## config.mk

```make
export PLATFORM = sky130hd
export DESIGN_NAME = measure_ctrl
export DESIGN_NICKNAME = d
export VERILOG_FILES = /design/src/rtl/measure_ctrl_pkg.sv /design/src/rtl/measure_ctrl.sv
export SDC_FILE = /design/constraint.sdc
export NUM_CORES = 1
export LEC_CHECK = 0
export BUFFER_PORTS_ARGS = -buffer_cell sky130_fd_sc_hd__buf_2
export CAP_MARGIN = 10
export CORE_ASPECT_RATIO = 0.9
export CORE_MARGIN = 2
export CORE_UTILIZATION = 55
export CTS_CLUSTER_SIZE = 14
export DETAILED_ROUTE_END_ITERATION = 16
export PLACE_DENSITY_LB_ADDON = 0.25
export SLEW_MARGIN = 20
export SYNTH_ARGS = -nofsm -noshare
export SYNTH_HDL_FRONTEND = slang
export SYNTH_SLANG_ARGS = --single-unit
```

## constraint.sdc

```tcl
create_clock -name clk_i -period 9.5 [get_ports clk_i]
set_input_delay 1.9 -clock clk_i [delete_from_list [all_inputs] [get_ports clk_i]]
set_output_delay 1.9 -clock clk_i [all_outputs]
set_load 0.01 [all_outputs]
```

## src/rtl/measure_ctrl_pkg.sv

```systemverilog
// Shared types and constants for the measurement sequencer.
// Holds the FSM state encoding and default sizing.
package measure_ctrl_pkg;

  localparam int FLUSH_CYCLES     = 2;
  localparam int ACC_W_DEF        = 40;
  localparam int AVG_LOG2_MAX_DEF = 7;

  typedef enum logic [1:0] {
    ST_IDLE,
    ST_FLUSH,
    ST_RUN,
    ST_DONE
  } state_t;

endpackage

```

## src/rtl/measure_ctrl.sv

```systemverilog
// Measurement sequencer: flushes the datapath, accumulates
// 2^n samples, then presents the sums over a valid/ready port.
module measure_ctrl
  import measure_ctrl_pkg::*;
#(
  parameter int ACC_W        = ACC_W_DEF,
  parameter int AVG_LOG2_MAX = AVG_LOG2_MAX_DEF
) (
  input  logic             clk_i,
  input  logic             rst_i,
  input  logic             cfg_start_i,
  input  logic             cfg_abort_i,
  input  logic [31:0]      cfg_gate_time_i,
  input  logic [2:0]       cfg_avg_log2_i,
  input  logic [31:0]      cfg_timeout_i,
  output logic             meas_en_o,
  output logic [31:0]      meas_gate_time_o,
  input  logic             meas_wr_en_i,
  input  logic [63:0]      meas_wr_data_i,
  output logic             res_valid_o,
  input  logic             res_ready_i,
  output logic [ACC_W-1:0] res_sig_o,
  output logic [ACC_W-1:0] res_ref_o,
  output logic [7:0]       res_rounds_o,
  output logic             sts_busy_o,
  output logic             sts_timeout_o
);

  state_t           state_q;
  state_t           state_d;
  logic [1:0]       flush_q;
  logic [31:0]      gate_q;
  logic [7:0]       tgt_q;
  logic [31:0]      to_lim_q;
  logic [31:0]      to_cnt_q;
  logic [7:0]       rnd_q;
  logic [ACC_W-1:0] sig_q;
  logic [ACC_W-1:0] ref_q;
  logic             tmo_q;

  logic [2:0]       avg_sat;
  logic [7:0]       tgt_d;
  logic             start_ok;
  logic             sample;
  logic             to_hit;

  assign avg_sat = (int'(cfg_avg_log2_i) > AVG_LOG2_MAX)
                 ? 3'(AVG_LOG2_MAX) : cfg_avg_log2_i;
  assign tgt_d   = 8'd1 << avg_sat;

  assign start_ok = (state_q == ST_IDLE) && cfg_start_i
                 && !cfg_abort_i;

  always_comb begin
    state_d = state_q;
    sample  = 1'b0;
    to_hit  = 1'b0;
    if (cfg_abort_i) begin
      state_d = ST_IDLE;
    end else begin
      unique case (state_q)
        ST_IDLE: begin
          if (cfg_start_i) state_d = ST_FLUSH;
        end
        ST_FLUSH: begin
          if (flush_q == 2'(FLUSH_CYCLES - 1))
            state_d = ST_RUN;
        end
        ST_RUN: begin
          // a sample in the expiry cycle beats the timeout
          if (meas_wr_en_i) begin
            sample = 1'b1;
            if (rnd_q + 8'd1 == tgt_q) state_d = ST_DONE;
          end else if (to_lim_q != '0 &&
                       to_cnt_q == to_lim_q - 32'd1) begin
            to_hit  = 1'b1;
            state_d = ST_IDLE;
          end
        end
        ST_DONE: begin
          if (res_ready_i) state_d = ST_IDLE;
        end
        default: state_d = ST_IDLE;
      endcase
    end
  end

  always_ff @(posedge clk_i) begin
    if (rst_i) begin
      state_q  <= ST_IDLE;
      flush_q  <= '0;
      gate_q   <= '0;
      tgt_q    <= '0;
      to_lim_q <= '0;
      to_cnt_q <= '0;
      rnd_q    <= '0;
      sig_q    <= '0;
      ref_q    <= '0;
      tmo_q    <= 1'b0;
    end else begin
      state_q <= state_d;
      if (start_ok) begin
        gate_q   <= cfg_gate_time_i;
        tgt_q    <= tgt_d;
        to_lim_q <= cfg_timeout_i;
        rnd_q    <= '0;
        sig_q    <= '0;
        ref_q    <= '0;
        tmo_q    <= 1'b0;
        flush_q  <= '0;
      end else if (state_q == ST_FLUSH) begin
        flush_q <= flush_q + 2'd1;
      end
      if (state_q == ST_FLUSH) begin
        to_cnt_q <= '0;
      end else if (sample) begin
        to_cnt_q <= '0;
      end else if (state_q == ST_RUN) begin
        to_cnt_q <= to_cnt_q + 32'd1;
      end
      if (sample) begin
        sig_q <= sig_q + {{(ACC_W-32){1'b0}},
                          meas_wr_data_i[31:0]};
        ref_q <= ref_q + {{(ACC_W-32){1'b0}},
                          meas_wr_data_i[63:32]};
        rnd_q <= rnd_q + 8'd1;
      end
      if (to_hit) tmo_q <= 1'b1;
    end
  end

  assign meas_en_o        = (state_q == ST_RUN);
  assign meas_gate_time_o = gate_q;
  assign res_valid_o      = (state_q == ST_DONE);
  assign res_sig_o        = sig_q;
  assign res_ref_o        = ref_q;
  assign res_rounds_o     = rnd_q;
  assign sts_busy_o       = (state_q != ST_IDLE);
  assign sts_timeout_o    = tmo_q;

endmodule

```

==> run summary <==
For this run, design rule violations remaining after detail routing come to 0. Post-placement cell count: 2004. The worst-path cell with the longest stage delay is sky130_fd_sc_hd__a31oi_1. Entering global routing, the biggest net connects 94 pins. For hold timing, the worst endpoint is meas_gate_time_o[8]$_SDFFE_PP0P_. The share of synthesized area in the top cell type comes to 33.17%. Summed over all layers, the global routing overflow is 0.

The tools report the number of nets produced by synthesis as 1738. The floorplan step set the die width to 159.0 um. The first TritonRoute pass finished after 5 iterations. The logs give 0.9927 for the final estimated routing congestion in global placement and 28.60% for the total track usage. The H-tree level count was 4; the clock-pin slew reported for the worst setup and hold paths after clock tree synthesis was 70 ps.

Across the run, the number of max-cap violations was 0. For the worst hold slack after final layout, the log shows 453.4 ps. In this design, the stage delay of the slowest critical-path cell is 490 ps. For the final database, setup skew stands at 19.79 ps.

The worst setup path is launched from an input pin. The post-synthesis area per instance came out at 7.765 sq um. In the synthesized netlist the async set-or-reset flop fraction comes to 0%. Counting the fill cells in the layout gives 1987. The run gives 17 as the number of buffers added by the clock tree synthesis step. sky130_fd_sc_hd__dfxtp_1 takes more of the synthesized area than any other cell. The number of global-route vias before repair is 11030, and the minimum setup slack after placement is 4535 ps. The number of setup buffers added after CTS is 0. The part of the cycle the worst path needs works out to 48.64%.

Derived from the worst setup path, the maximum achievable clock frequency is 216.4 MHz. Once detail routing completed, the nets flagged for antenna violations numbered 0. The area growth from synthesis to final layout is 16.78%, and the initial standard-cell utilization of the core is 55.45%. For the TritonCTS sink count, the log shows 197. The first global-routing pass estimated 53790 um of wire. STA puts the critical path data arrival time at 4940 ps. The worst path in the final design needs a cycle of 4621 ps, including I/O delays and setup. The final-report max-slew violation count was 0. The post-cts hold buffer count is 0. The flow ran to the end, and the final reports show no timing, DRC or antenna violations. The post-place instance area is 0.01329 sq mm, and the wire length per cell after detailed routing is 16.43 um. The ratio of routed vias to standard cells works out to 5.848. The core region is 0.02144 sq mm. After synthesis the netlist holds a flip-flop and latch count of 197.

Counting flops with a built-in enable in the synthesized netlist gives 0. In this run the critical register-to-register path is captured at state_q[1]$_SDFFE_PP0P_. Summing over every cut layer, the via total after detailed routing is 11920. The run gives 51 as the number of placement rows.

In this run the critical register-to-register path is launched from to_lim_q[0]$_SDFFE_PP0P_. The path class of the tightest hold or removal check is flop to flop. Of the cells placed in the final design, the portion with a size suffix greater than 1 is 18.57%.

The tools report the gate count after technology mapping as 1531. The power density of the placed cells was 131.7 mW/mm^2; the netlist area before placement was 0.01189 sq mm. The number of violations reported at the end of detailed-routing iteration 0 was 818; the fraction of the yosys area taken by sequential cells was 33.17%. The finished layout holds 2038 standard cells, fillers aside. Setup repair after global routing left no endpoint under its margin.

The synthesized netlist contains 72 unique library cells. The type of the worst setup path is input pin to flop. Input and output buffers added on the ports amount to 260. The clock latency on the worst-skew pair is 440 ps, and the worst setup margin is 4879 ps. For the final hold violation count, the log shows 0. The data required time at the worst endpoint is 9820 ps. The cell seen most often among critical-path stages is sky130_fd_sc_hd__a31oi_1. Yosys attributes the largest share of cell area to sky130_fd_sc_hd__dfxtp_1 33%, sky130_fd_sc_hd__nand2_1 7.8%, sky130_fd_sc_hd__a21oi_1 7.7%. Traced cell by cell, the critical path runs through buf_2, ha_1, a211oi_1, o21ai_0, o41ai_1, a31oi_1, a31oi_1, o22ai_1, o21a_1, or3_1, a32o_1. The pin slew with the least headroom to its limit was 1048 ps; the maximum ir drop on the vdd rail was 91.61 uV. Summing all non-filler instances in the final layout gives an area of 0.01388 sq mm.

The tools report the total wire length as 33480 um. The tools report the initial antenna violation count as 2. The setup slack of the worst register-to-register path was 5720 ps. For the final sum of negative setup slack, the log shows 0 ps. The maximum fanout along the worst path is 4, and the number of ports placed on the die boundary is 261. In this run the most critical hold path is launched from meas_gate_time_o[8]$_SDFFE_PP0P_. The longest clock path from root to sink contains 2 buffers. Measured in cells, the most critical reg-to-reg path has a length of 11.

After clock tree synthesis, the repair step resized 0 gates. For this run, the post-layout net count is 1939. The tree is rooted in a sky130_fd_sc_hd__clkbuf_16. In this run the vertical extent of the chip is 143.5 um. The final setup violation count is 0, and the number of cells on the worst hold path is 2.

The category of the worst setup path capture point was a flop. The floorplan step defined a die boundary enclosing 0.02281 sq mm. The analysis attributes to cell leakage a power of 5.978 nW. The tools report the post-detailed-placement half-perimeter wirelength as 24170 um. The number of synthesis warnings came out at 0. For this run, the leading register cell type out of synthesis is sky130_fd_sc_hd__dfxtp_1. Measured against its own limit, the worst slew margin works out to 30.16%.

TritonCTS built the clock tree.
-- cell usage in the layout, fill, tap and decap left out, types with 4 or more instances in the layout --
master	n
sky130_fd_sc_hd__and3_1	13
sky130_fd_sc_hd__nand4b_1	7
sky130_fd_sc_hd__nor3b_1	10
sky130_fd_sc_hd__dfxtp_1	197
sky130_fd_sc_hd__o21a_1	8
sky130_fd_sc_hd__o21ai_0	66
sky130_fd_sc_hd__a21o_1	34
sky130_fd_sc_hd__inv_1	25
sky130_fd_sc_hd__buf_2	259
sky130_fd_sc_hd__nor2b_1	8
sky130_fd_sc_hd__buf_4	8
sky130_fd_sc_hd__o31ai_1	7
sky130_fd_sc_hd__ha_1	68
sky130_fd_sc_hd__a211oi_1	12
sky130_fd_sc_hd__o41ai_1	7
sky130_fd_sc_hd__nor4_1	14
sky130_fd_sc_hd__nor3_1	30
sky130_fd_sc_hd__xnor2_1	69
sky130_fd_sc_hd__or2_2	5
sky130_fd_sc_hd__a221oi_1	4
sky130_fd_sc_hd__inv_6	4
sky130_fd_sc_hd__nand3b_1	4
sky130_fd_sc_hd__nand3_1	78
sky130_fd_sc_hd__nand2b_1	5
sky130_fd_sc_hd__or4_1	8
sky130_fd_sc_hd__or3_1	26
sky130_fd_sc_hd__o22a_1	4
sky130_fd_sc_hd__clkbuf_16	17
sky130_fd_sc_hd__mux2_2	5
sky130_fd_sc_hd__o21bai_1	12
sky130_fd_sc_hd__nor2_1	99
sky130_fd_sc_hd__o211ai_1	13
sky130_fd_sc_hd__a2111oi_0	6
sky130_fd_sc_hd__and4_1	5
sky130_fd_sc_hd__xor2_1	58
sky130_fd_sc_hd__nand4_1	23
sky130_fd_sc_hd__a31oi_1	20
sky130_fd_sc_hd__nand2_1	245
sky130_fd_sc_hd__and2_1	7
sky130_fd_sc_hd__a21oi_1	183
-- metal layers --
layer | share of wire [%] | wire length [um] | GRT usage (%) | vias to the layer above
li1 | - | - | - | 5893
met1 | 44 | 14860 | 38.04 | 5510
met2 | 45 | 15010 | 46.08 | 457
met3 | 7.7 | 2585 | 5.859 | 59
met4 | 3.1 | 1024 | 11.00 | 0
met5 | 0 | 0 | 0 | -
-- cell usage after synthesis (13+ instances only) --
library cell and instances:
sky130_fd_sc_hd__nand2_1 246, sky130_fd_sc_hd__dfxtp_1 197, sky130_fd_sc_hd__a21oi_1 183, sky130_fd_sc_hd__nor2_1 99, sky130_fd_sc_hd__nand3_1 78, sky130_fd_sc_hd__clkbuf_1 73
sky130_fd_sc_hd__xnor2_1 69, sky130_fd_sc_hd__ha_1 68, sky130_fd_sc_hd__o21ai_0 66, sky130_fd_sc_hd__xor2_1 58, sky130_fd_sc_hd__a21o_1 34, sky130_fd_sc_hd__nor3_1 31
sky130_fd_sc_hd__or3_1 27, sky130_fd_sc_hd__inv_1 25, sky130_fd_sc_hd__nand4_1 23, sky130_fd_sc_hd__a31oi_1 20, sky130_fd_sc_hd__nor4_1 14, sky130_fd_sc_hd__and3_1 13
sky130_fd_sc_hd__o211ai_1 13
-- critical path, delay by kind of cell --
family | cells | cell delay, ps
compound gates | 8 | 2300
simple gates | 1 | 310
buf+inv | 1 | 120
fa+ha+maj | 1 | 300
-- metrics by stage --
| stage | utilization, % | power, mW |
|---|---|---|
| after global routing | 64.75 | 1.907 |
| after CTS | 64.71 | 1.837 |
| final | 64.75 | 1.829 |
| after detailed placement | 61.98 | 1.118 |
| after global placement | 61.98 | 1.114 |
| after floorplan | - | 1.041 |
-- flip-flops by register name, indices dropped and copies added (netlist names) --
name,cells
flush_q,2
meas_gate_time_o,32
res_ref_o,40
res_rounds_o,8
res_sig_o,40
state_q,2
sts_timeout_o,1
tgt_q,8
to_cnt_q,32
to_lim_q,32
-- cell families (layout without fill, tap and decap cells) --
group	count (synthesis)	after routing	synth area share, %
AND/OR/NAND/NOR	603	603	24.09
AO/OA/AOI/OAI	416	416	21.54
flip-flops	197	197	33.17
XOR/XNOR	127	127	9.356
buffers and inverters	110	324	3.620
adder cells (fa/ha/maj)	70	70	7.493
multiplexers	8	8	0.7261
other	0	2	0
-- report_power, final --
group	total, mW	switching, mW	leakage, nW	internal (mW)
Sequential	0.855	0.0150	1.59	0.840
Clock	0.725	0.347	0.279	0.377
Combinational	0.249	0.149	4.11	0.0993
-- worst max path at each step --
stage | startpoint | to | slack [ps] | cells after the start
final | meas_wr_data_i[33] | res_ref_o[31]$_SDFFE_PP0P_ | 4880 | 11
after floorplan | meas_wr_data_i[33] | res_ref_o[31]$_SDFFE_PP0P_ | 5130 | 10
after detailed placement | meas_wr_data_i[0] | res_sig_o[28]$_SDFFE_PP0P_ | 4540 | 12
after global routing | meas_wr_data_i[33] | res_ref_o[39]$_SDFFE_PP0P_ | 4580 | 11
after CTS | meas_wr_data_i[33] | res_ref_o[31]$_SDFFE_PP0P_ | 5000 | 11
after global placement | meas_wr_data_i[33] | res_ref_o[31]$_SDFFE_PP0P_ | 4620 | 11
-- cell type report --
type	count	area, sq um	share of cell area, %
well taps	291	364.1	2.623
repair buffers	267	1356	9.769
flip-flops and latches	197	3944	28.41
multi-input cells	1224	7535	54.27
diodes	2	5.005	0.03605
clock buffers	18	439.2	3.163
clock inverters	14	146.4	1.054
inverters	25	93.84	0.6759
(Power assumes the default switching activity.)
